**src/rtl/apv_frame_emulator_pkg.sv**
```systemverilog
// Shared constants and types for the APV25 frame emulator.
package apv_frame_emulator_pkg;

  localparam int DEF_DATA_W      = 12;
  localparam int DEF_MAX_PENDING = 15;
  localparam int PEND_W          = 4;
  localparam int N_HEADER_ONES   = 3;
  localparam int ADDR_BITS       = 8;
  localparam int N_CHANNELS      = 128;
  localparam int FRAME_LEN       = N_HEADER_ONES + ADDR_BITS + 1 + N_CHANNELS;
  localparam int MIN_SYNC_PERIOD = 3;

  // Sample index within a frame at which each section begins.
  localparam int IDX_ADDR = N_HEADER_ONES;
  localparam int IDX_ERR  = IDX_ADDR + ADDR_BITS;
  localparam int IDX_ANA  = IDX_ERR + 1;
  localparam int IDX_LAST = FRAME_LEN - 1;

  typedef enum logic [1:0] {
    PAT_CONST     = 2'd0,
    PAT_RAMP      = 2'd1,
    PAT_TABLE     = 2'd2,
    PAT_CONST_ALT = 2'd3
  } pattern_mode_e;

  typedef enum logic [2:0] {
    ST_IDLE,
    ST_HDR,
    ST_ADDR,
    ST_ERR,
    ST_ANA
  } frame_state_e;

  // Tick spacing below 4 clocks is not meaningful, so the period is floored.
  function automatic logic [7:0] clamp_period(input logic [7:0] period);
    return (period < 8'(MIN_SYNC_PERIOD)) ? 8'(MIN_SYNC_PERIOD) : period;
  endfunction

endpackage

```
**src/rtl/apv_frame_emulator_if.sv**
```systemverilog
// Sample-stream and pattern-table bus between the emulator and its consumer.
interface apv_frame_emulator_if #(
  parameter int DATA_W = 12
);
  logic [6:0]        PATTERN_ADDRESS;
  logic [DATA_W-1:0] PATTERN_DATA;
  logic [DATA_W-1:0] APV_DATA;
  logic              FRAME_ACTIVE;
  logic              FRAME_DONE;

  modport master (
    output PATTERN_ADDRESS,
    output APV_DATA,
    output FRAME_ACTIVE,
    output FRAME_DONE,
    input  PATTERN_DATA
  );

  modport slave (
    input  PATTERN_ADDRESS,
    input  APV_DATA,
    input  FRAME_ACTIVE,
    input  FRAME_DONE,
    output PATTERN_DATA
  );
endinterface

```
**src/rtl/apv_tick_generator.sv**
```systemverilog
// Free-running sync phase counter; produces the slot strobe at phase 0.
module apv_tick_generator
  import apv_frame_emulator_pkg::*;
(
  input  logic       clk,
  input  logic       rst_n,
  input  logic       enable,
  input  logic [7:0] sync_period,
  output logic       slot
);

  logic [7:0] phase_reg;
  logic [7:0] period_max;

  assign period_max = clamp_period(sync_period);
  assign slot       = enable && (phase_reg == 8'd0);

  // Count 0..period_max while enabled; park at 0 when disabled so the first enabled clock is a slot.
  always_ff @(posedge clk or negedge rst_n) begin
    if (!rst_n) begin
      phase_reg <= 8'd0;
    end else if (!enable) begin
      phase_reg <= 8'd0;
    end else if (phase_reg >= period_max) begin
      phase_reg <= 8'd0;
    end else begin
      phase_reg <= phase_reg + 8'd1;
    end
  end

endmodule

```
**src/rtl/apv_frame_emulator.sv**
```systemverilog
// APV25 output-stream emulator: sync ticks when idle, 140-sample frames on trigger.
module apv_frame_emulator
  import apv_frame_emulator_pkg::*;
#(
  parameter int MAX_PENDING = DEF_MAX_PENDING,
  parameter int DATA_W      = DEF_DATA_W
) (
  input  logic                CLK,
  input  logic                RSTb,
  input  logic                ENABLE,
  input  logic                CLEAR,
  input  logic                TRIGGER,
  input  logic [7:0]          SYNC_PERIOD,
  input  logic [DATA_W-1:0]   HIGH_LEVEL,
  input  logic [DATA_W-1:0]   LOW_LEVEL,
  input  logic                ERR_FLAG,
  input  logic [1:0]          PATTERN_MODE,
  input  logic [DATA_W-1:0]   BASELINE,
  input  logic [7:0]          RAMP_STEP,
  output logic [PEND_W-1:0]   PENDING,
  output logic                OVERFLOW,
  apv_frame_emulator_if.master bus
);

  frame_state_e      state_reg, state_next;
  logic [7:0]        idx_reg, idx_next;      // sample index within the frame, 0..139
  logic [7:0]        addr_reg;               // pipeline address emitted in the next frame
  logic [PEND_W-1:0] pending_reg;
  logic              overflow_reg;
  logic [DATA_W-1:0] apv_data_reg, sample_next;
  logic              frame_active_reg, frame_active_next;
  logic              frame_done_reg, frame_done_next;
  logic [6:0]        pattern_address_reg, pattern_address_next;
  logic              slot, frame_start, frame_end, trig_accept, addr_bit;
  logic [6:0]        channel;
  logic [18:0]       ramp_sum;
  logic [DATA_W-1:0] ramp_sat, analog_sample;

  apv_tick_generator u_tick (
    .clk         (CLK),
    .rst_n       (RSTb),
    .enable      (ENABLE),
    .sync_period (SYNC_PERIOD),
    .slot        (slot)
  );

  // A frame starts only in IDLE at a slot; a CLEAR in that cycle cancels the queued work instead.
  assign frame_start = (state_reg == ST_IDLE) && slot && (pending_reg != '0) && !CLEAR;
  assign trig_accept = TRIGGER && ENABLE;

  assign channel  = 7'(idx_reg - 8'(IDX_ANA));
  assign addr_bit = addr_reg[3'(IDX_ERR - 1 - int'(idx_reg))];
  assign ramp_sum = 19'(BASELINE) + 19'(channel) * 19'(RAMP_STEP);
  assign ramp_sat = (ramp_sum > 19'({DATA_W{1'b1}})) ? {DATA_W{1'b1}} : ramp_sum[DATA_W-1:0];

  // Analog value for the current channel; table data arrives for the address driven last clock.
  always_comb begin
    analog_sample = BASELINE;
    case (pattern_mode_e'(PATTERN_MODE))
      PAT_RAMP:  analog_sample = ramp_sat;
      PAT_TABLE: analog_sample = bus.PATTERN_DATA;
      default:   analog_sample = BASELINE;
    endcase
  end

  // Frame sequencer; the IDLE slot cycle itself carries header one, so HDR covers only two clocks.
  always_comb begin
    state_next           = state_reg;
    idx_next             = idx_reg;
    sample_next          = LOW_LEVEL;
    frame_active_next    = 1'b0;
    frame_done_next      = 1'b0;
    frame_end            = 1'b0;
    pattern_address_next = pattern_address_reg;
    case (state_reg)
      ST_IDLE: begin
        if (slot) begin
          sample_next = HIGH_LEVEL;
          if (frame_start) begin
            frame_active_next = 1'b1;
            state_next        = ST_HDR;
            idx_next          = 8'd1;
          end
        end
      end
      ST_HDR: begin
        sample_next       = HIGH_LEVEL;
        frame_active_next = 1'b1;
        idx_next          = idx_reg + 8'd1;
        if (idx_reg == 8'(IDX_ADDR - 1)) state_next = ST_ADDR;
      end
      ST_ADDR: begin
        sample_next       = addr_bit ? HIGH_LEVEL : LOW_LEVEL;
        frame_active_next = 1'b1;
        idx_next          = idx_reg + 8'd1;
        if (idx_reg == 8'(IDX_ERR - 1)) state_next = ST_ERR;
      end
      ST_ERR: begin
        sample_next       = ERR_FLAG ? HIGH_LEVEL : LOW_LEVEL;
        frame_active_next = 1'b1;
        idx_next          = idx_reg + 8'd1;
        state_next        = ST_ANA;
      end
      ST_ANA: begin
        sample_next       = analog_sample;
        frame_active_next = 1'b1;
        idx_next          = idx_reg + 8'd1;
        if (idx_reg == 8'(IDX_LAST)) begin
          frame_done_next = 1'b1;
          frame_end       = 1'b1;
          state_next      = ST_IDLE;
          idx_next        = 8'd0;
        end
      end
      default: begin
        state_next = ST_IDLE;
        idx_next   = 8'd0;
      end
    endcase
    // Present the channel index one clock ahead of the sample it selects.
    if (state_next == ST_ANA) pattern_address_next = 7'(idx_next - 8'(IDX_ANA));
  end

  // FSM state and sample-index registers.
  always_ff @(posedge CLK or negedge RSTb) begin
    if (!RSTb) begin
      state_reg <= ST_IDLE;
      idx_reg   <= 8'd0;
    end else begin
      state_reg <= state_next;
      idx_reg   <= idx_next;
    end
  end

  // Registered stream outputs, all aligned to the same sample.
  always_ff @(posedge CLK or negedge RSTb) begin
    if (!RSTb) begin
      apv_data_reg        <= '0;
      frame_active_reg    <= 1'b0;
      frame_done_reg      <= 1'b0;
      pattern_address_reg <= 7'd0;
    end else begin
      apv_data_reg        <= sample_next;
      frame_active_reg    <= frame_active_next;
      frame_done_reg      <= frame_done_next;
      pattern_address_reg <= pattern_address_next;
    end
  end

  // Pipeline address advances once per completed frame; CLEAR restarts it at 0.
  always_ff @(posedge CLK or negedge RSTb) begin
    if (!RSTb) begin
      addr_reg <= 8'd0;
    end else if (CLEAR) begin
      addr_reg <= 8'd0;
    end else if (frame_end) begin
      addr_reg <= addr_reg + 8'd1;
    end
  end

  // Trigger queue: saturating count with sticky overflow; a trigger at frame start nets to no change.
  always_ff @(posedge CLK or negedge RSTb) begin
    if (!RSTb) begin
      pending_reg  <= '0;
      overflow_reg <= 1'b0;
    end else if (CLEAR) begin
      pending_reg  <= '0;
      overflow_reg <= 1'b0;
    end else begin
      case ({trig_accept, frame_start})
        2'b10: begin
          if (pending_reg == PEND_W'(MAX_PENDING)) overflow_reg <= 1'b1;
          else pending_reg <= pending_reg + 1'b1;
        end
        2'b01:   pending_reg <= pending_reg - 1'b1;
        default: pending_reg <= pending_reg;
      endcase
    end
  end

  assign bus.APV_DATA        = apv_data_reg;
  assign bus.FRAME_ACTIVE    = frame_active_reg;
  assign bus.FRAME_DONE      = frame_done_reg;
  assign bus.PATTERN_ADDRESS = pattern_address_reg;
  assign PENDING             = pending_reg;
  assign OVERFLOW            = overflow_reg;

endmodule

```
**src/flat_wrapper.sv**
```systemverilog
// flat-port wrapper written by rule: the top's interface ports become plain ports
module apv_frame_emulator_flat import apv_frame_emulator_pkg::*;
#(
  parameter int MAX_PENDING = DEF_MAX_PENDING,
  parameter int DATA_W      = DEF_DATA_W
)
  (CLK, RSTb, ENABLE, CLEAR, TRIGGER, SYNC_PERIOD, HIGH_LEVEL, LOW_LEVEL, ERR_FLAG, PATTERN_MODE, BASELINE, RAMP_STEP, PENDING, OVERFLOW, bus_PATTERN_ADDRESS, bus_APV_DATA, bus_FRAME_ACTIVE, bus_FRAME_DONE, bus_PATTERN_DATA);
  apv_frame_emulator_if #(.DATA_W(DATA_W)) bus_i ();
  input  logic CLK;
  input  logic RSTb;
  input  logic ENABLE;
  input  logic CLEAR;
  input  logic TRIGGER;
  input  logic [7:0] SYNC_PERIOD;
  input  logic [DATA_W-1:0] HIGH_LEVEL;
  input  logic [DATA_W-1:0] LOW_LEVEL;
  input  logic ERR_FLAG;
  input  logic [1:0] PATTERN_MODE;
  input  logic [DATA_W-1:0] BASELINE;
  input  logic [7:0] RAMP_STEP;
  output logic [PEND_W-1:0] PENDING;
  output logic OVERFLOW;
  output wire logic [$bits(bus_i.PATTERN_ADDRESS)-1:0] bus_PATTERN_ADDRESS;
  output wire logic [$bits(bus_i.APV_DATA)-1:0] bus_APV_DATA;
  output wire logic [$bits(bus_i.FRAME_ACTIVE)-1:0] bus_FRAME_ACTIVE;
  output wire logic [$bits(bus_i.FRAME_DONE)-1:0] bus_FRAME_DONE;
  input wire logic [$bits(bus_i.PATTERN_DATA)-1:0] bus_PATTERN_DATA;
  assign bus_PATTERN_ADDRESS = bus_i.PATTERN_ADDRESS;
  assign bus_APV_DATA = bus_i.APV_DATA;
  assign bus_FRAME_ACTIVE = bus_i.FRAME_ACTIVE;
  assign bus_FRAME_DONE = bus_i.FRAME_DONE;
  assign bus_i.PATTERN_DATA = bus_PATTERN_DATA;
  apv_frame_emulator #(.MAX_PENDING(MAX_PENDING), .DATA_W(DATA_W)) u_core (.CLK(CLK), .RSTb(RSTb), .ENABLE(ENABLE), .CLEAR(CLEAR), .TRIGGER(TRIGGER), .SYNC_PERIOD(SYNC_PERIOD), .HIGH_LEVEL(HIGH_LEVEL), .LOW_LEVEL(LOW_LEVEL), .ERR_FLAG(ERR_FLAG), .PATTERN_MODE(PATTERN_MODE), .BASELINE(BASELINE), .RAMP_STEP(RAMP_STEP), .PENDING(PENDING), .OVERFLOW(OVERFLOW), .bus(bus_i));
endmodule
```
**config.mk**
```make
export PLATFORM = sky130hd
export DESIGN_NAME = apv_frame_emulator_flat
export DESIGN_NICKNAME = d
export VERILOG_FILES = /design/src/rtl/apv_frame_emulator_pkg.sv /design/src/rtl/apv_frame_emulator_if.sv /design/src/rtl/apv_tick_generator.sv /design/src/rtl/apv_frame_emulator.sv /design/src/flat_wrapper.sv
export SDC_FILE = /design/constraint.sdc
export NUM_CORES = 1
export LEC_CHECK = 0
export CAP_MARGIN = 5
export CORE_MARGIN = 2
export CORE_UTILIZATION = 33
export CTS_CLUSTER_SIZE = 25
export DETAILED_ROUTE_END_ITERATION = 16
export PLACE_DENSITY = 0.65
export SYNTH_ARGS = -nofsm -noshare
export SYNTH_HDL_FRONTEND = slang
export SYNTH_SLANG_ARGS = --single-unit
```
**constraint.sdc**
```tcl
create_clock -name CLK -period 8.1 [get_ports CLK]
set_clock_uncertainty 0.15 [all_clocks]
set_input_delay 1.62 -clock CLK [delete_from_list [all_inputs] [get_ports CLK]]
set_output_delay 1.62 -clock CLK [all_outputs]
set_load 0.05 [all_outputs]
```
======== After elaboration in Yosys (flattened, before gate mapping) ========
Cells that the tools add are included.
storage, ports and cells
  bits in registers ....................... 53
  input port bits ......................... 72
  output and inout bits ................... 26
  logic and storage cells ................. 90
operators by class
  $add $sub $neg .......................... 9
  multiply operators ...................... 1
  $lt $le $gt $ge ......................... 4
  eq/ne operators ......................... 14
  muxes and demuxes ....................... 35
  reduce and logical (&&, ||, !) cells .... 17
operator list
  cell                                                        count
  two-way mux 8 bit                                           8
  one-hot mux 12 bit (5 select lines)                         1
  two-way mux 12 bit                                          4
  adder 8 x 1 -> 8 bit, second input constant                 3
  one-hot mux 12 bit (2 select lines)                         1
  one-hot mux 8 bit (3 select lines)                          1
  > comparator 19 x 12 -> 1 bit, second input constant        1
  adder 12 x 15 -> 16 bit                                     1
  multiplier 7 x 8 -> 15 bit                                  1
  two-way mux 3 bit                                           5
  one-hot mux 3 bit (5 select lines)                          1
  subtractor 7 x 4 -> 7 bit, second input constant            2
  two-way mux 1 bit                                           9
  equality test 8 x 2 -> 1 bit, second input constant         1
  equality test 8 x 4 -> 1 bit, second input constant         1
  equality test 8 bit, second input constant                  1
  greater-or-equal comparator 8 bit                           1
  logical NOT 8 bit                                           1
  less-than comparator 8 x 2 -> 1 bit, second input constant  1
  two-way mux 4 bit                                           2
  one-hot mux 4 bit (2 select lines)                          1
  equality test 3 x 2 -> 1 bit, second input constant         2
  equality test 3 bit, second input constant                  2
  nonzero test 2 bit                                          3
  19 further kinds                                            26

======== Longest topological paths before layout ========
  word-level depth ........................ 9
  mapped depth ............................ 21
  mapped depth without buffers ............ 19

======== Hierarchy ========
A second synthesis with hierarchy kept.
unflattened totals
  cell total of the unflattened synthesis .. 630
  area, all modules ....................... 5830.6 um^2
modules (own cells, without submodules)
  module              instances  cells an instance  area each (um^2)  sequential area each (um^2)
  apv_frame_emulator  1          566                5240.0            1126.1
  apv_tick_generator  1          64                 590.6             200.2

======== Worst setup path after synthesis ========
OpenSTA, ideal clock, no wires.
  path type ............................... input-to-reg
  start ................................... input port RAMP_STEP[1]
  end ..................................... register u_core.apv_data_reg[1] (netlist: u_core.bus.APV_DATA[1])
  arrival ................................. 5.888 ns
  required time ........................... 7.814 ns
  path slack .............................. 1.927 ns
  cell stages on the path ................. 15
  path buffers ............................ 0
  cell sequence ........................... nor2b_1 > fa_1 > inv_1 > fa_1 > fa_1 > fa_1 > inv_1 > ha_1 > and4_1 > a21oi_1 > a2111oi_0 > a2111oi_0 > o2111ai_1 > nor2_1 > o31ai_1
on the way
  word-level cells in the longest chain between the ends .. 6
ends and longest elaborated chain
  element                                  RTL line                   source
  from (decl)                              flat_wrapper.sv:20         input logic [7:0] RAMP_STEP;
  multiplier 7 x 8 -> 15 bit (*)           apv_frame_emulator.sv:53   assign ramp_sum = 19'(BASELINE) + 19'(channel) * 19'(RAMP_STEP);
  adder 12 x 15 -> 16 bit (*)              apv_frame_emulator.sv:53
  > comparator 19 x 12 -> 1 bit            apv_frame_emulator.sv:54   assign ramp_sat = (ramp_sum > 19'({DATA_W{1'b1}})) ? {DATA_W{1'b1}} : ramp_sum[DATA_W-1:0];
  two-way mux 12 bit (*)                   apv_frame_emulator.sv:54
  one-hot mux 12 bit (2 select lines) (*)  apv_frame_emulator.sv:59   case (pattern_mode_e'(PATTERN_MODE))
  one-hot mux 12 bit (5 select lines) (*)  apv_frame_emulator.sv:75   case (state_reg)
  net u_core.sample_next[1]                apv_frame_emulator.sv:30   logic [DATA_W-1:0] apv_data_reg, sample_next;
  to (signal assigned)                     apv_frame_emulator.sv:143  apv_data_reg <= sample_next;
  to (decl)                                apv_frame_emulator.sv:30
Mark *: on every way through the listed nets, which the timed path passes. The rest lies on a longest branch.
A chain may end at the register's enable or synchronous reset.

======== Final worst setup path ========
  start ................................... input port RAMP_STEP[1]
  end ..................................... register u_core.apv_data_reg[3] (netlist: u_core.bus.APV_DATA[3])
Same word-level chain as after synthesis.

==> results.sh <==
export IMPL_area_growth_pct=23.83
export IMPL_setup_viol=0
export IMPL_fin_crit_ps=6996
export IMPL_final_antenna_net_count=0
export IMPL_final_cells=950
export IMPL_grt_pass1_wl_um=23460
export IMPL_mostFrequentLayoutCell="clkdlybuf4s50_1"
export IMPL_io_buffers=97
export IMPL_row_count=48
export IMPL_status="finished, final reports clean"
export IMPL_synthMuxAreaShare_pct=2.097
export IMPL_clock_tree_root_cell="clkbuf_16"
export IMPL_grt_start_max_net_pins=54
export IMPL_p_clk_share_pct=19.5
export IMPL_syn_inst=636
export IMPL_drt_wirelength_per_cell_um=14.55
export IMPL_layout_drive_gt1_share_pct=3.310
export IMPL_synth_top_family_by_area="adder cells"
export IMPL_p_leak_nw=3.228
export IMPL_gr_total_overflow=0
export IMPL_post_cts_buffers=0
export IMPL_antennaDiodeCount=0
export IMPL_yosysSeqAreaShare_pct=23.15
export IMPL_syn_num_nets=809
export IMPL_pin_count=98
export IMPL_drtIter0Drc=213
export IMPL_p_int_w=0.0007456
export IMPL_synth_flop_cell="dfrtp_1"
export IMPL_gp_congestion=0.8148
export IMPL_track_usage_pct=15.77
export IMPL_pre_cts_ws_ps=845.2
export IMPL_synth_edf_count=0
export IMPL_max_slew_margin_rel_pct=25.32
export IMPL_synthAdderAreaFrac_pct=27.56
export IMPL_avgSynthCellArea_um2=9.008
export IMPL_cp_required_ps=8110
export IMPL_placed_cells=942
export IMPL_finalCritPeriodShare_pct=86.37
export IMPL_vias=4777
export IMPL_cts_sinks=53
export IMPL_nets=897
export IMPL_start_util_pct=33.47
export IMPL_core_area_um2=17120
export IMPL_cp_max_fo=7
export IMPL_dp_hpwl_um=11210
export IMPL_multi_input_area_um2=4008
export IMPL_hold_buffers=0
export IMPL_rsz0062_at_grt="false"
export IMPL_synthesis_area_um2=5729
export IMPL_yosys_area_share_xor_xnor_pct=4.586
export IMPL_tightest_slew_ps=1120
export IMPL_fillers=1744
export IMPL_synthSimpleGateAreaFrac_pct=20.53
export IMPL_fp_dieW_um=135.8
export IMPL_synth_top_area_cell="dfrtp_1"
export IMPL_fin_setup_tns_ps=0
export IMPL_hold_viol_final=0
export IMPL_ys_async_sr_fraction_pct=100.0
export IMPL_ys_ff_latch=53
export IMPL_fmax_ghz=0.1429
export IMPL_ys_warn_count=0
export IMPL_drt_wl_total_um=13820
export IMPL_insertion_delay_ps=290
export IMPL_switching_share_pct=41.19
export IMPL_cts_resized=0
export IMPL_drc=0
export IMPL_grt_pass1_vias=4793
export IMPL_final_util_pct=41.45
export IMPL_maxCapViolCount=0
export IMPL_clkTransAtPathRegs_ps=70
export IMPL_register_area_um2=1326
export IMPL_ys_top_cells_by_area="dfrtp_1 23%, fa_1 15%, ha_1 13%"
export IMPL_cts_tree="yes"
export IMPL_final_cell_mix="96 x clkdlybuf4s50_1, 86 x inv_1, 59 x ha_1, 53 x dfrtp_1, 42 x fa_1"
export IMPL_synth_top_area_share_pct=23.15
export IMPL_die_area_um2=18430
export IMPL_cts_buffers=5
export IMPL_power_frac_seq_pct=22.8
export IMPL_largest_register_ffs=12
export IMPL_critPathCaptureType="flop"
export IMPL_synth_compound_area_share_pct=15.18
export IMPL_comb_power_share_pct=57.7
export IMPL_setup_slack_ps=1104
export IMPL_drt_pre_antenna_iters=4
export IMPL_powerDensity_nw_per_um2=178.7
export IMPL_peakVddDrop_uv=132.1
export IMPL_start_kind="input pin"
export IMPL_p_sw_w=0.0005223
export IMPL_hold_path_class="flop to flop"
export IMPL_clk_path_buf_depth=2
export IMPL_p_total_w=0.001268
export IMPL_h_tree_depth=2
export IMPL_antenna_found_initial=0
export IMPL_criticalPathCategory="input pin to flop"
export IMPL_yosysUniqueCellTypes=57
export IMPL_critPathArrivalTime_ps=7000
export IMPL_drv_slew=0
export IMPL_viasPerCell=5.028
export IMPL_die_h_um=135.8
-- layer usage --
metal  vias up  share of wire, %  global-route usage (%)
met5         -                 0                       0
met4         0               1.6                   3.762
met2        83                49                   27.47
met3        17               3.3                   2.245
li1       2354                 -                       -
met1      2323                46                   20.67
-- Yosys cell counts (3+ instances only) --
cell / instances
a2111oi_0: 3
a211o_1: 3
a211oi_1: 5
a21o_1: 9
a21oi_1: 38
a221oi_1: 15
a22oi_1: 8
a31oi_1: 3
and2_1: 29
and3_1: 7
and4_1: 3
clkbuf_1: 18
dfrtp_1: 53
fa_1: 42
ha_1: 59
inv_1: 86
mux2_2: 4
mux2i_1: 3
nand2_1: 36
nand2b_1: 12
nand3_1: 18
nand4_1: 7
nor2_1: 36
nor2b_1: 35
nor3_1: 11
nor3b_1: 3
o2111ai_1: 3
o211ai_1: 5
o21ai_0: 8
o21ai_1: 3
o21bai_1: 3
o31ai_1: 11
xnor2_1: 14
xor2_1: 16
-- critical path, cell delays in order --
cell             delay, ps
clkdlybuf4s50_1        520
nor2b_1                210
fa_1                   560
inv_1                   60
fa_1                   510
fa_1                   520
fa_1                   550
inv_1                   40
ha_1                   360
and4_1                 220
a21oi_1                260
a2111oi_0              140
a2111oi_0              420
o2111ai_1              340
nor2_1                 500
o31ai_1                160
-- final timing paths --
check                                   from                             to  slack, ps  cells past startpoint
max in group asynchronous               RSTb  u_core.bus.PATTERN_ADDRESS[1]       6020                      2
min reg2reg                  u_core.OVERFLOW                u_core.OVERFLOW        360                      2
max                             RAMP_STEP[1]         u_core.bus.APV_DATA[3]       1100                     16
min in group asynchronous               RSTb     u_core.u_tick.phase_reg[3]       1310                      2
max reg2reg                u_core.idx_reg[2]         u_core.bus.APV_DATA[3]       1340                     18
min                          u_core.OVERFLOW                u_core.OVERFLOW        360                      2
-- kinds of logic after synthesis --
| logic type | count (synthesis) |
|---|---|
| fa+ha+maj | 101 |
| mux | 9 |
| flops | 53 |
| simple gates | 211 |
| xor+xnor | 30 |
| compound gates | 127 |
| buf+inv | 105 |
-- power groups by stage --
| stage | registers, W | logic [W] | clock network (W) |
|---|---|---|---|
| floorplan | 0.000305 | 0.000547 | 0 |
| global placement | 0.000294 | 0.000731 | 0 |
| detailed placement | 0.000294 | 0.000735 | 0 |
| CTS | 0.000289 | 0.000738 | 0.000255 |
| global route | 0.000291 | 0.000844 | 0.000263 |
| finish | 0.000289 | 0.000732 | 0.000247 |
-- stage by stage --
step / area, um^2 / hold slack [ps]
2_1_floorplan: 5729 / 325.4
3_3_place_gp: 6927 / 333.0
3_5_place_dp: 6927 / 344.6
4_1_cts: 7094 / 362.1
5_1_grt: 7094 / 394.9
6_report: 7094 / 355.5
-- cell type report --
| class | instances | share of cell area, % |
|---|---|---|
| repair buffers | 100 | 13.93 |
| flip-flops and latches | 53 | 18.69 |
| clock inverters | 2 | 0.5467 |
| well taps | 225 | 3.968 |
| clock buffers | 6 | 1.817 |
| inverters | 86 | 4.550 |
| multi-input cells | 478 | 56.49 |
Note: power is estimated with default switching activity, not from simulation.
==> RTL edit 1, RTL diff (config.mk and constraints unchanged) <==
The package constant `PEND_W` goes from 4 to 6.
--- a/src/rtl/apv_frame_emulator_pkg.sv
+++ b/src/rtl/apv_frame_emulator_pkg.sv
@@ -3,7 +3,7 @@
 
   localparam int DEF_DATA_W      = 12;
   localparam int DEF_MAX_PENDING = 15;
-  localparam int PEND_W          = 4;
+  localparam int PEND_W          = 6;
   localparam int N_HEADER_ONES   = 3;
   localparam int ADDR_BITS       = 8;
   localparam int N_CHANNELS      = 128;
Interface: changed (resized PENDING); port bits go from 98 to 100. No check against the original RTL was run, so the function may have changed too.
==> RTL edit 1 against the unedited design <==
Sequential share of layout area is 0.33 points higher; sequential cell count rose by 2; synthesized area is 2.5% higher; wire length up 7.3%; worst setup slack worse by 88 ps; utilization increased by 0.23 points; count of clock-buffer cells in the layout decreased by 1; total power down 26%; cell area rose by 2.0%; critical endpoint is now u_core.bus.APV_DATA[7]$_DFF_PN0_; largest power group unchanged; highest routed layer unchanged.
==> RTL edit 1: results (changes against the unedited design) <==
[finish] net total in the final layout 921 [was 897]
[global_route] Global Route Usage Sum 16.2% [was 15.8%]
[setup_path] r2r setup slk 1280 ps [was 1340 ps]
[place] IO buf count 99 [was 97]
[finish] share of cells above drive strength 1 3.61% [was 3.31%]
[synthesis] xor-xnor portion of the synthesized cell area 5.22% [was 4.59%]
[power_and_ir_drop] leak pwr 3.40 nW [was 3.23 nW]
[timing] Worst Hold Margin 350 ps [was 356 ps]
[clocking] clock latency reported for the late side of the worst-skew pair 310 ps [was 290 ps]
[routing] routed wirelength normalized by instance count 15.3 microns [was 14.6 microns]
[run_status] outcome completed [unchanged]
[setup_path] peak fanout along the critical path 10 [was 7]
[routing] via total after detailed routing 4830 [was 4777]
[setup_path] capture instance of the worst register-to-register path u_core.bus.APV_DATA[7]$_DFF_PN0_ [was u_core.bus.APV_DATA[3]$_DFF_PN0_]
[routing] Iteration-0 DRC Markers 254 [was 213]
[global_route] first-pass GRT wire length 24200 microns [was 23500 microns]
[synthesis] Syn Nets 831 [was 809]
[synthesis] fraction of the mapped netlist area in adder cells 27.3% [was 27.6%]
[setup_path] max incr delay on CP 650 ps [was 560 ps]
[place] GPL Wtd Cong 0.857 [was 0.815]
[setup_path] crit path launch RAMP_STEP[2] [was RAMP_STEP[1]]
[power_and_ir_drop] worst vdd rail ir drop 0.0000903 V [was 0.000132 V]
[place] area after detailed placement 7090 sq um [was 6930 sq um]
[synthesis] count of unique library cells instantiated by Yosys 60 [was 57]
[place] Post-Place Setup Slack 724 ps [was 845 ps]
[setup_path] CP max-delay cell sky130_fd_sc_hd__a2111oi_4 [was sky130_fd_sc_hd__fa_1]
[synthesis] top area cells in the synthesized netlist sky130_fd_sc_hd__dfrtp_1 23%, sky130_fd_sc_hd__fa_1 14%, sky130_fd_sc_hd__ha_1 13%, sky130_fd_sc_hd__inv_1 5.5%, sky130_fd_sc_hd__a21oi_1 3.5% [was sky130_fd_sc_hd__dfrtp_1 23%, sky130_fd_sc_hd__fa_1 15%, sky130_fd_sc_hd__ha_1 13%, sky130_fd_sc_hd__inv_1 5.6%, sky130_fd_sc_hd__nor2b_1 3.8%]
[finish] number of flip-flops in the largest register 12 [unchanged]
[synthesis] proportion of synthesized area in mux cells 2.53% [was 2.10%]
[setup_path] Critical Path AT 7130 ps [was 7000 ps]
[global_route] maximum number of pins on one net before global-route repair 56 [was 54]
[min_path] launch point of the worst hold path u_core.OVERFLOW$_DFFE_PN0P_ [unchanged]
[synthesis] Post-synth top cells 86 x sky130_fd_sc_hd__inv_1, 61 x sky130_fd_sc_hd__ha_1, 55 x sky130_fd_sc_hd__dfrtp_1 [was 86 x sky130_fd_sc_hd__inv_1, 59 x sky130_fd_sc_hd__ha_1, 53 x sky130_fd_sc_hd__dfrtp_1]
## RTL edit 1: logic make-up (layout without fill, tap and decap cells)
group,Yosys count,count (layout)
and+or+nand+nor,223,223
AOI/OAI and AO/OA,124,124
buffers and inverters,104,195
adders and majority gates,103,103
DFF,55,55
xor gates and xnor gates,35,35
muxes,12,12
## RTL edit 1: final cells by class
class,instances,area [sq um],share of cell area [%]
inverters,86,323,4.46
multi-input cells,497,4110,56.7
flip-flops and latches,55,1380,19.0
well taps,225,282,3.89
clock inverters,3,22.5,0.311
repair buffers,101,1000,13.8
clock buffers,5,125,1.73
## RTL edit 1: worst max-delay path by stage
| stage | endpoint | slack [ps] |
|---|---|---|
| global placement | u_core.bus.APV_DATA[7]$_DFF_PN0_ | 840 |
| finish | u_core.bus.APV_DATA[7]$_DFF_PN0_ | 1020 |
| CTS | u_core.bus.APV_DATA[7]$_DFF_PN0_ | 1060 |
| global route | u_core.bus.APV_DATA[7]$_DFF_PN0_ | 740 |
| floorplan | u_core.bus.APV_DATA[7]$_DFF_PN0_ | 1630 |
| detailed placement | u_core.bus.APV_DATA[7]$_DFF_PN0_ | 720 |
## RTL edit 1: per-layer routing
layer,vias up,global-route usage [%],routed length (microns),part of all wire [%]
met5,-,0,0,0
met4,0,3.26,114,0.77
li1,2423,-,-,-
met2,99,26.4,6690,45
met3,8,3.13,775,5.2
met1,2300,22.3,7250,49
## RTL edit 1: where the power goes
group | switching, W | internal, W | total (W)
logic | 0.000227 | 0.000174 | 0.000402
registers | 0.0000171 | 0.000297 | 0.000314
clock network | 0.000109 | 0.000116 | 0.000226
## RTL edit 1: through the flow
stage	util [%]	std cells
after floorplan	-	656
after global routing	41.7	972
after detailed placement	40.8	964
after CTS	41.7	972
final	41.7	972
after global placement	40.8	964
==> RTL edit 2, RTL diff (config.mk and constraints unchanged) <==
Made on the original files. `apv_data_reg` and `pattern_address_reg` no longer have a reset.
--- a/src/rtl/apv_frame_emulator.sv
+++ b/src/rtl/apv_frame_emulator.sv
@@ -135,16 +135,17 @@
   // Registered stream outputs, all aligned to the same sample.
   always_ff @(posedge CLK or negedge RSTb) begin
     if (!RSTb) begin
-      apv_data_reg        <= '0;
       frame_active_reg    <= 1'b0;
       frame_done_reg      <= 1'b0;
-      pattern_address_reg <= 7'd0;
     end else begin
-      apv_data_reg        <= sample_next;
       frame_active_reg    <= frame_active_next;
       frame_done_reg      <= frame_done_next;
-      pattern_address_reg <= pattern_address_next;
     end
+  end
+
+  always_ff @(posedge CLK) begin
+    apv_data_reg        <= sample_next;
+    pattern_address_reg <= pattern_address_next;
   end
 
   // Pipeline address advances once per completed frame; CLEAR restarts it at 0.
Function: changed (Yosys sat finds a counterexample within 4 cycles, from zero or initial values and one cycle with RSTb low).
==> RTL edit 2 against the unedited design <==
Synthesized area shrank 3.1%; cell area shrank 3.1%; sequential cell count is the same; non-clock buffer count shrank 1; die area shrank 3.0%; via count shrank 5.8%; worst setup slack gained 370 ps; critical path depth is the same; wire length shrank 6.9%.
Power is not compared: it rests on default switching activity, and its combinational part moved more than twofold at a synthesized area within 25%.
==> RTL edit 2: results (changes against the unedited design) <==
[run_status] outcome completed [unchanged]
[timing] worst setup margin 1470 ps [was 1100 ps]
[clocking] total CTS buffers 5 [unchanged]
[global_route] maximum number of pins on one net before global-route repair 35 [was 54]
[place] estimated wirelength of the detail-placed design 10500 microns [was 11200 microns]
[routing] Total Wirelength 12900 microns [was 13800 microns]
[setup_path] CP max-delay cell sky130_fd_sc_hd__clkdlybuf4s50_1 [was sky130_fd_sc_hd__fa_1]
[global_route] first-pass GRT wire length 22000 microns [was 23500 microns]
[finish] net total in the final layout 866 [was 897]
[global_route] Global Route Usage Sum 15.1% [was 15.8%]
[clocking] clock latency reported for the late side of the worst-skew pair 300 ps
[finish] n_diodes 0 [unchanged]
[setup_path] r2r setup slk 1740 ps [was 1340 ps]
[finish] number of inserted filler cells in the final layout 1622 [was 1744]
[setup_path] max incr delay on CP 590 ps [was 560 ps]
[routing] via/cell ratio 4.92 [was 5.03]
[synthesis] Syn Nets 776 [was 809]
[synthesis] fraction of the yosys area taken by sequential cells 23.4% [was 23.1%]
[synthesis] share of flip-flops with an asynchronous set or reset after synthesis 64.2% [was 100%]
[clocking] setup bufs post-CTS 0 [unchanged]
[global_route] via count of the first global-routing pass 4564 [was 4793]
[synthesis] top area cells in the synthesized netlist sky130_fd_sc_hd__dfrtp_1 15%, sky130_fd_sc_hd__fa_1 15%, sky130_fd_sc_hd__ha_1 13%, sky130_fd_sc_hd__inv_1 5.5%, sky130_fd_sc_hd__dfxtp_1 4.3% [was sky130_fd_sc_hd__dfrtp_1 23%, sky130_fd_sc_hd__fa_1 15%, sky130_fd_sc_hd__ha_1 13%, sky130_fd_sc_hd__inv_1 5.6%, sky130_fd_sc_hd__nor2b_1 3.8%]
[place] Post-Place Setup Slack 1200 ps [was 845 ps]
[place] GPL Wtd Cong 0.833 [was 0.815]
[routing] Iteration-0 DRC Markers 219 [was 213]
[synthesis] count of unique library cells instantiated by Yosys 68 [was 57]
[synthesis] number of flops mapped to enable cells by yosys 7 [was 0]
[finish] share of cells above drive strength 1 3.89% [was 3.31%]
[timing] Worst Hold Margin 352 ps [was 356 ps]
[routing] number of search-and-repair iterations in the first detailed-routing pass 4 [unchanged]
[timing] worst-case headroom to the max-slew limit 34.1% [was 25.3%]
[synthesis] Post-synth top cells 82 x sky130_fd_sc_hd__inv_1, 59 x sky130_fd_sc_hd__ha_1, 43 x sky130_fd_sc_hd__nand2_1 [was 86 x sky130_fd_sc_hd__inv_1, 59 x sky130_fd_sc_hd__ha_1, 53 x sky130_fd_sc_hd__dfrtp_1]
[setup_path] Critical Path AT 6660 ps [was 7000 ps]
-- RTL edit 2: cell count changes in the layout (fill, tap and decap cells not counted), sizes merged, moves of 7 or more --
cell and delta:
dfrtp -19, o21ai +16, a21oi -12, dfxtp +12, nor2b -11, edfxtp +7, nand2 +7, nor2 -7
-- RTL edit 2: area by class of cell --
| class | instances | share of cell area [%] |
|---|---|---|
| Sequential cell | 53 | 18.9 |
| Inverter | 82 | 4.48 |
| Tap cell | 220 | 4.00 |
| Timing Repair Buffer | 99 | 14.3 |
| Multi-Input combinational cell | 452 | 56.1 |
| Clock buffer | 5 | 1.82 |
| Clock inverter | 3 | 0.364 |
-- RTL edit 2: kinds of logic after synthesis --
family | share of synthesized area (%)
xor gates and xnor gates | 4.89
DFF | 23.4
AOI/OAI and AO/OA | 15.7
and+or+nand+nor | 18.2
buffers and inverters | 7.12
muxes | 2.14
adders and majority gates | 28.4
-- RTL edit 2: power breakdown --
part,leakage [nW],switching (W),total (W),internal (W)
Combinational,2.44,0.000150,0.000270,0.000120
Sequential,0.638,0.0000172,0.000305,0.000288
Clock,0.0708,0.000108,0.000225,0.000117
Total,3.15,0.000275,0.000800,0.000525
-- RTL edit 2: metal layers --
metal  global-route usage [%]  wire length, microns  vias to the layer above  share of wire, %
li1                         -                     -                     2255                 -
met1                     19.8                  5880                     2177                46
met2                     26.6                  6480                       59                50
met3                     2.05                   373                        9               2.9
met4                     3.01                   132                        0               1.0
met5                        0                     0                        -                 0
-- RTL edit 2: worst paths after layout --
path,startpoint,to,cells past startpoint
setup / recovery,RAMP_STEP[5],u_core.bus.APV_DATA[0]$_DFF_P_,16
hold / removal,u_core.OVERFLOW$_DFFE_PN0P_,u_core.OVERFLOW$_DFFE_PN0P_,2
setup reg to reg,u_core.idx_reg[2]$_DFF_PN0_,u_core.bus.APV_DATA[0]$_DFF_P_,18
hold reg to reg,u_core.OVERFLOW$_DFFE_PN0P_,u_core.OVERFLOW$_DFFE_PN0P_,2
max in group asynchronous,RSTb,u_core.PENDING[2]$_DFFE_PN0P_,2
min in group asynchronous,RSTb,u_core.PENDING[3]$_DFFE_PN0P_,2
-- RTL edit 2: critical path: cells and delay by family --
family | cells | cell delay (ps)
simple gates | 2 | 510
fa+ha+maj | 5 | 2400
mux | 1 | 310
buf+inv | 3 | 690
compound gates | 5 | 1120
-- RTL edit 2: metrics by stage --
step	utilization (%)	cell area, sq um	instances	power (W)
2_1_floorplan	-	5550	603	0.000480
3_3_place_gp	40.7	6720	906	0.000581
3_5_place_dp	40.7	6720	906	0.000583
4_1_cts	41.6	6870	914	0.000811
5_1_grt	41.6	6870	914	0.000849
6_report	41.6	6870	914	0.000800
